`config.mk`:
```
export PLATFORM = sky130hd
export DESIGN_NAME = layer_sequencer
export DESIGN_NICKNAME = d
export VERILOG_FILES = /design/src/rtl/layer_sequencer.sv
export SDC_FILE = /design/constraint.sdc
export NUM_CORES = 1
export LEC_CHECK = 0
export CAP_MARGIN = 30
export CORE_MARGIN = 2
export CORE_UTILIZATION = 33
export DETAILED_ROUTE_END_ITERATION = 16
export HOLD_SLACK_MARGIN = 0.03
export PLACE_DENSITY = 0.67
export REMOVE_ABC_BUFFERS = 1
export SYNTH_ARGS = -nofsm -noshare
export SYNTH_HDL_FRONTEND = slang
export SYNTH_SLANG_ARGS = --single-unit
```
`constraint.sdc`:
```
create_clock -name clk -period 2.72 [get_ports clk]
set_input_delay 0.816 -clock clk [delete_from_list [all_inputs] [get_ports clk]]
set_output_delay 0.816 -clock clk [all_outputs]
set_load 0.05 [all_outputs]
```
`src/rtl/layer_sequencer.sv`:
```
// layer_sequencer: drives one neural-network layer through an external
// non-linear unit. It optionally loads M biases, pulses nl_start, then feeds
// M*P matrix elements one at a time. Each activated result is forwarded on
// out_data. A watchdog per element flags err and drops back to IDLE.
//
// Ports
//   clk, rst                      clock, synchronous active-high reset
//   cmd_valid/cmd_ready           layer command handshake
//   cmd_act, cmd_load_bias        activation code, bias preload request
//   abort                         synchronous abort to IDLE
//   bias_valid/bias_ready/bias_data   bias stream (M entries)
//   in_valid/in_ready/in_data     matrix element stream
//   nl_*                          interface to the non-linear layer unit
//   out_valid/out_data            activated results (no backpressure)
//   busy/done/err                 status
module layer_sequencer #(
  parameter int unsigned M          = 3,
  parameter int unsigned P          = 3,
  parameter int unsigned DATA_WIDTH = 8,
  parameter int unsigned TIMEOUT    = 64
) (
  input  logic                      clk,
  input  logic                      rst,
  input  logic                      cmd_valid,
  output logic                      cmd_ready,
  input  logic [1:0]                cmd_act,
  input  logic                      cmd_load_bias,
  input  logic                      abort,
  input  logic                      bias_valid,
  output logic                      bias_ready,
  input  logic [DATA_WIDTH-1:0]     bias_data,
  input  logic                      in_valid,
  output logic                      in_ready,
  input  logic [2*DATA_WIDTH-1:0]   in_data,
  output logic                      nl_start,
  output logic [1:0]                nl_activation_type,
  output logic [2*DATA_WIDTH-1:0]   nl_matrix_result,
  output logic                      nl_matrix_valid,
  output logic [DATA_WIDTH-1:0]     nl_bias_in,
  output logic                      nl_bias_wen,
  output logic [$clog2(M)-1:0]      nl_bias_addr,
  input  logic [2*DATA_WIDTH-1:0]   nl_app_result,
  input  logic                      nl_app_done,
  output logic                      out_valid,
  output logic [2*DATA_WIDTH-1:0]   out_data,
  output logic                      busy,
  output logic                      done,
  output logic                      err
);

  localparam int unsigned RW  = 2 * DATA_WIDTH;
  localparam int unsigned AW  = $clog2(M);
  localparam int unsigned NEL = M * P;
  localparam int unsigned CW  = $clog2(M * P + 1);
  localparam int unsigned TW  = $clog2(TIMEOUT + 1);

  typedef enum logic [2:0] {
    IDLE, LOAD_BIAS, START, FEED, WAIT_RES, FINISH
  } state_t;

  state_t          r_state, w_state;
  logic [CW-1:0]   r_elem_cnt, w_elem_cnt;
  logic [AW-1:0]   r_bias_idx, w_bias_idx;
  logic [TW-1:0]   r_wait_cnt, w_wait_cnt;

  logic            r_cmd_ready, w_cmd_ready;
  logic            r_bias_ready, w_bias_ready;
  logic            r_in_ready, w_in_ready;
  logic            r_start, w_start;
  logic [1:0]      r_act, w_act;
  logic [RW-1:0]   r_mat_res, w_mat_res;
  logic            r_mat_valid, w_mat_valid;
  logic [DATA_WIDTH-1:0] r_bias_in, w_bias_in;
  logic            r_bias_wen, w_bias_wen;
  logic [AW-1:0]   r_bias_addr, w_bias_addr;
  logic            r_out_valid, w_out_valid;
  logic [RW-1:0]   r_out_data, w_out_data;
  logic            r_busy, w_busy;
  logic            r_done, w_done;
  logic            r_err, w_err;

  // State, counters and all outputs are registered from their next values.
  always_ff @(posedge clk) begin
    if (rst) begin
      r_state      <= IDLE;
      r_elem_cnt   <= '0;
      r_bias_idx   <= '0;
      r_wait_cnt   <= '0;
      r_cmd_ready  <= 1'b1;
      r_bias_ready <= 1'b0;
      r_in_ready   <= 1'b0;
      r_start      <= 1'b0;
      r_act        <= 2'b00;
      r_mat_res    <= '0;
      r_mat_valid  <= 1'b0;
      r_bias_in    <= '0;
      r_bias_wen   <= 1'b0;
      r_bias_addr  <= '0;
      r_out_valid  <= 1'b0;
      r_out_data   <= '0;
      r_busy       <= 1'b0;
      r_done       <= 1'b0;
      r_err        <= 1'b0;
    end else begin
      r_state      <= w_state;
      r_elem_cnt   <= w_elem_cnt;
      r_bias_idx   <= w_bias_idx;
      r_wait_cnt   <= w_wait_cnt;
      r_cmd_ready  <= w_cmd_ready;
      r_bias_ready <= w_bias_ready;
      r_in_ready   <= w_in_ready;
      r_start      <= w_start;
      r_act        <= w_act;
      r_mat_res    <= w_mat_res;
      r_mat_valid  <= w_mat_valid;
      r_bias_in    <= w_bias_in;
      r_bias_wen   <= w_bias_wen;
      r_bias_addr  <= w_bias_addr;
      r_out_valid  <= w_out_valid;
      r_out_data   <= w_out_data;
      r_busy       <= w_busy;
      r_done       <= w_done;
      r_err        <= w_err;
    end
  end

  // Next-state and next-output logic.
  always_comb begin
    w_state     = r_state;
    w_elem_cnt  = r_elem_cnt;
    w_bias_idx  = r_bias_idx;
    w_wait_cnt  = r_wait_cnt;
    w_act       = r_act;
    w_mat_res   = r_mat_res;
    w_bias_in   = r_bias_in;
    w_bias_addr = r_bias_addr;
    w_out_data  = r_out_data;
    w_err       = r_err;
    w_mat_valid = 1'b0;
    w_bias_wen  = 1'b0;
    w_out_valid = 1'b0;

    if (abort) begin
      w_state    = IDLE;
      w_elem_cnt = '0;
      w_bias_idx = '0;
      w_wait_cnt = '0;
    end else begin
      case (r_state)
        IDLE: begin
          if (cmd_valid) begin
            w_act      = cmd_act;
            w_elem_cnt = '0;
            w_bias_idx = '0;
            w_err      = 1'b0;
            w_state    = cmd_load_bias ? LOAD_BIAS : START;
          end
        end
        LOAD_BIAS: begin
          if (bias_valid) begin
            w_bias_wen  = 1'b1;
            w_bias_in   = bias_data;
            w_bias_addr = r_bias_idx;
            if (r_bias_idx == AW'(M - 1)) begin
              w_bias_idx = '0;
              w_state    = START;
            end else begin
              w_bias_idx = r_bias_idx + AW'(1);
            end
          end
        end
        START: w_state = FEED;
        FEED: begin
          if (in_valid) begin
            w_mat_res   = in_data;
            w_mat_valid = 1'b1;
            w_wait_cnt  = '0;
            w_state     = WAIT_RES;
          end
        end
        WAIT_RES: begin
          // Completion is checked first so a same-cycle timeout is not an error.
          if (nl_app_done) begin
            w_out_data  = nl_app_result;
            w_out_valid = 1'b1;
            w_elem_cnt  = r_elem_cnt + CW'(1);
            w_state     = (r_elem_cnt == CW'(NEL - 1)) ? FINISH : FEED;
          end else if (r_wait_cnt == TW'(TIMEOUT - 1)) begin
            w_err      = 1'b1;
            w_wait_cnt = '0;
            w_elem_cnt = '0;
            w_state    = IDLE;
          end else begin
            w_wait_cnt = r_wait_cnt + TW'(1);
          end
        end
        FINISH:  w_state = IDLE;
        default: w_state = IDLE;
      endcase
    end

    // State-decoded outputs are taken from the next state so they line up
    // with the state register.
    w_cmd_ready  = (w_state == IDLE);
    w_bias_ready = (w_state == LOAD_BIAS);
    w_in_ready   = (w_state == FEED);
    w_start      = (w_state == START);
    w_done       = (w_state == FINISH);
    w_busy       = (w_state != IDLE);
  end

  assign cmd_ready          = r_cmd_ready;
  assign bias_ready         = r_bias_ready;
  assign in_ready           = r_in_ready;
  assign nl_start           = r_start;
  assign nl_activation_type = r_act;
  assign nl_matrix_result   = r_mat_res;
  assign nl_matrix_valid    = r_mat_valid;
  assign nl_bias_in         = r_bias_in;
  assign nl_bias_wen        = r_bias_wen;
  assign nl_bias_addr       = r_bias_addr;
  assign out_valid          = r_out_valid;
  assign out_data           = r_out_data;
  assign busy               = r_busy;
  assign done               = r_done;
  assign err                = r_err;

endmodule

```
; Yosys cells after proc, flatten, opt, wreduce, memory -nomap -nowiden
; Cells that the tools add are included.
[word_totals]
ff_bits = 70
input_bits = 50
output_inout_bits = 54
word_cells = 90
[op_classes]
add_sub_neg = 3
eq_ne = 17
n_mux = 29
n_bitwise = 4
reduce_logical = 18
[ops]
columns = op, n
row1 = 3-bit two-way mux, 8
row2 = 7-bit two-way mux, 3
row3 = 3-bit AND reduction, 7
row4 = 3-bit one-hot mux with 5 select lines, 1
row5 = 7-bit one-hot mux with 2 select lines, 1
row6 = 3-bit by 2-bit == test with 1-bit output (second input constant), 4
row7 = 4-bit two-way mux, 3
row8 = 2-bit != test (second input constant), 5
row9 = 3-bit OR reduction, 3
row10 = 2-bit two-way mux, 4
row11 = 4-bit one-hot mux with 2 select lines, 1
row12 = 7-bit by 1-bit adder with 7-bit output (second input constant), 1
row13 = 7-bit by 6-bit == test with 1-bit output (second input constant), 1
row14 = 3-bit by 1-bit == test with 1-bit output (second input constant), 2
row15 = 3-bit == test (second input constant), 2
row16 = 3-bit logical NOT, 2
row17 = 1-bit two-way mux, 6
row18 = 2-bit nonzero test, 3
row19 = 5-bit AND reduction, 1
row20 = 4-bit by 1-bit adder with 4-bit output (second input constant), 1
row21 = 4-bit == test (second input constant), 1
row22 = 1-bit inverter, 4
row23 = 2-bit one-hot mux with 2 select lines, 1
row24 = 3-bit != test (second input constant), 1
row25 = 5 further kinds, 5

; Longest topological paths before layout
[logic_depth]
depth_word = 6
ltp_mapped = 7
mapped_depth_nobuf = 6

; Worst setup path before layout
; Ideal clock, no wire load.
[synth_path]
path_kind = input -> register
from = input rst
to = register r_done (netlist: done)
setup_time_ns = 0.088
t_arrival_ns = 1.776
t_required_ns = 2.632
slack_ns = 0.856
cell_stages = 6
n_path_buf = 2
path_cell_list = buf_1 or2_0 buf_2 a21oi_4 o21ai_1 nor4b_2
[synth_lines]
columns = item, line
row1 = from (decl), 23  ; input logic rst,
row2 = to (signal assigned), 122  ; r_done <= w_done;
row3 = to (decl), 79  ; logic r_done, w_done;

; Worst setup path after layout
[layout_path]
from = register r_out_data[4] (netlist: out_data[4])
to = output out_data[4]
[layout_lines]
columns = item, line
row1 = from (decl), 77  ; logic [RW-1:0] r_out_data, w_out_data;
row2 = from (signal assigned), 120  ; r_out_data <= w_out_data;
row3 = to (decl), 45  ; output logic [2*DATA_WIDTH-1:0] out_data,
; No word-level cell between the ends.

==> metrics.txt <==
standby leakage power around 0.0015 uW; most used flip-flop cell after synthesis sky130_fd_sc_hd__dfxtp_1; total negative setup slack 0 ns; count of nets left with antenna violations after detail routing 0; PD cells ~480 nW/um^2; WL met2 3035 um; clock slew at the register clock pins of the worst setup and hold paths ~0.070 ns; maximum level of the CTS H-tree 3; share of the clock period used by the worst path after layout 84.76%; worst-path fanout max 2; Total Routing Usage GR around 15%; clock root cell sky130_fd_sc_hd__clkbuf_8; Syn Inst Count roughly 320; worst setup path startpoint out_data[4]$_SDFFE_PP0P_; Top Ports 104; data arrival time at the worst-slack endpoint roughly 1.5 ns; pin count of the biggest net entering global routing 54; clock insertion delay at the later pin of the skew report 0.32 ns; combined buffer and inverter count along the critical path 1; Setup CP Type flop to output port; worst endpoint required time approximately 1.9 ns; via count of the first global-routing pass roughly 2400; number of flops mapped to enable cells by yosys 0; actual slew at the worst max-slew pin slightly above 0.6 ns; total standard cell area after synthesis 2841 sq um; hold_ws approximately 0.45 ns; max_slew headroom ~59%; Row Count 33; maximum buffer depth of the clock tree 2; antenna diode instance count 0; buffers added on ports 103; number of cells on the critical path 1; critical path's slowest cell sky130_fd_sc_hd__clkdlybuf4s50_1; total of max-cap violations 0; Total Nets Final roughly 470; Vert. Die Dim a little under 100 um; antenna violations before repair 1; area growth from synthesis to layout 44.08%; worst hold path cell count 2; achievable frequency between 400 and 500 MHz; min cycle time layout ~2.3 ns; Remaining Overflow, GRT 0; GPL Wtd Cong slightly above 0.8; cell family with the largest share of critical-path delay buffers and inverters; number of design rule violations left after detail routing 0; total chip power 1958 uW; fraction of the yosys area taken by sequential cells between 40% and 50%; routed length on met1 approximately 3000 um; CTS tree yes; total setup buffers inserted after CTS 0; Setup crit start kind flop; Total Wirelength around 6600 um; core region area 8299 sq um; Distinct cells, synth 51; cell-by-cell trace of the critical path clkdlybuf4s50_1; die width between 90 and 100 um; Initial Utilization about a third; syn avg cell area approximately 9 sq um; average wire length per cell after detail routing between 10 and 15 um; depth of the most critical reg-to-reg path 5; unrepaired setup endpoints after global routing false; dpl hpwl between 4000 and 5000 um; number of buffers inserted by hold repair at cts 0; wire length of the first global-routing pass roughly 11000 um; hold wc startpoint nl_matrix_result[2]$_SDFFE_PP0P_; reg-to-reg critical path startpoint r_state[2]$_SDFF_PP0_; Die Outline Area 9368 sq um; max layer used met4; Syn. warnings 0; CTS resizes 0; worst IR drop on VDD about 0.29 mV; sum of met3 wire segment lengths after detailed routing between 400 and 500 um; ratio of cells with drive above 1 in the final layout between 7 and 8%; Fin. Hold Viols 0; number of storage elements in the synthesis netlist 70; Inserted Clock Buffers 9; path type of the worst min-delay path flop to flop; vias after detailed routing about 2500; Critical Path Sink Type output port; fin. max-slew vios 0; via-per-instance ratio around 4.7; 1st-pass router iterations 4; setup-violating endpoint count in the final report 0; clock sinks 70; FFs w/ async S/R, synth 0%; initial DRC count 76; clock skew after layout between 0.006 and 0.007 ns; result of the run finished, final reports clean; delay of the slowest critical-path stage around 0.8 ns
-- report_power, final --
group	switching [uW]	internal [uW]	total (uW)
Clock	342	395	737
Combinational	82.8	96.2	179
Sequential	8.42	1030	1040
-- through the flow --
stage	utilization (%)	instances	cell area, sq um	worst slack, ns
floorplan	-	299	2718	0.7258
CTS	49.33	527	4094	0.3795
global route	49.33	527	4094	0.3479
detailed placement	47.23	513	3920	0.2194
finish	49.33	527	4094	0.4146
global placement	47.23	513	3920	0.2530
-- registers in the layout, summed over array words and instances (netlist names), 2 cells and up --
register            cells
r_bias_idx              2
nl_bias_in              8
out_data               16
r_state                 3
r_wait_cnt              7
nl_matrix_result       16
nl_activation_type      2
r_elem_cnt              4
nl_bias_addr            2
-- cell type report --
type | count | area [sq um]
Fill cell | 796 | 4205
Sequential cell | 70 | 1401
Multi-Input combinational cell | 225 | 1301
Timing Repair Buffer | 109 | 1071
Clock buffer | 13 | 168.9
Tap cell | 105 | 131.4
Inverter | 4 | 15.01
Clock inverter | 1 | 5.005
-- path summary, 6_finish.rpt --
| check | endpoint | slack, ns |
|---|---|---|
| setup / recovery | out_data[4] | 0.41 |
| hold / removal | nl_matrix_result[2]$_SDFFE_PP0P_ | 0.45 |
| setup reg to reg | out_data[9]$_SDFFE_PP0P_ | 0.88 |
| hold reg to reg | nl_matrix_result[2]$_SDFFE_PP0P_ | 0.45 |
-- layer usage --
| layer | vias to the layer above | global-route usage (%) |
|---|---|---|
| met3 | 7 | 5.419 |
| li1 | 1277 | - |
| met1 | 1142 | 17.78 |
| met2 | 77 | 23.02 |
| met4 | 0 | 6.176 |
| met5 | - | 0 |
-- layout by cell type (no fill, tap or decap), drive strengths merged, types with 3 or more instances in the layout --
master / n
clkdlybuf4s50: 102
nand2: 74
dfxtp: 70
a21oi: 41
nor2: 26
clkbuf: 13
mux2i: 12
o21ai: 8
buf: 7
inv: 4
nand3: 4
xor2: 4
or2: 4
nor4b: 4
nand4: 3
and2: 3
o2111ai: 3
or3: 3
ha: 3
-- synth_stat cells (4+ instances only) --
library cell | count | share of area, %
sky130_fd_sc_hd__nand3_1 | 4 | 0.70
sky130_fd_sc_hd__inv_1 | 4 | 0.53
sky130_fd_sc_hd__o21ai_0 | 5 | 0.88
sky130_fd_sc_hd__nor2_1 | 25 | 3.3
sky130_fd_sc_hd__mux2i_1 | 12 | 4.2
sky130_fd_sc_hd__xor2_1 | 4 | 1.2
sky130_fd_sc_hd__nand2_1 | 74 | 9.8
sky130_fd_sc_hd__dfxtp_1 | 70 | 49
sky130_fd_sc_hd__a21oi_1 | 40 | 7.0
sky130_fd_sc_hd__buf_6 | 6 | 2.4
sky130_fd_sc_hd__clkbuf_1 | 6 | 0.79
-- worst min-delay path: stages (launching register included) --
cell	delay, ns
sky130_fd_sc_hd__dfxtp_1	0.31
sky130_fd_sc_hd__nand2_1	0.05
sky130_fd_sc_hd__a21oi_1	0.05
-- cell families (layout without fill, tap and decap cells) --
group | count (synthesis) | count (layout) | synth area share (%)
XOR/XNOR | 5 | 5 | 1.541
adder cells (fa/ha/maj) | 3 | 3 | 1.321
flip-flops | 70 | 70 | 49.32
multiplexers | 13 | 13 | 4.624
AO/OA/AOI/OAI | 66 | 66 | 14.05
buffers and inverters | 22 | 127 | 4.887
AND/OR/NAND/NOR | 138 | 138 | 24.26
(Power assumes the default switching activity.)
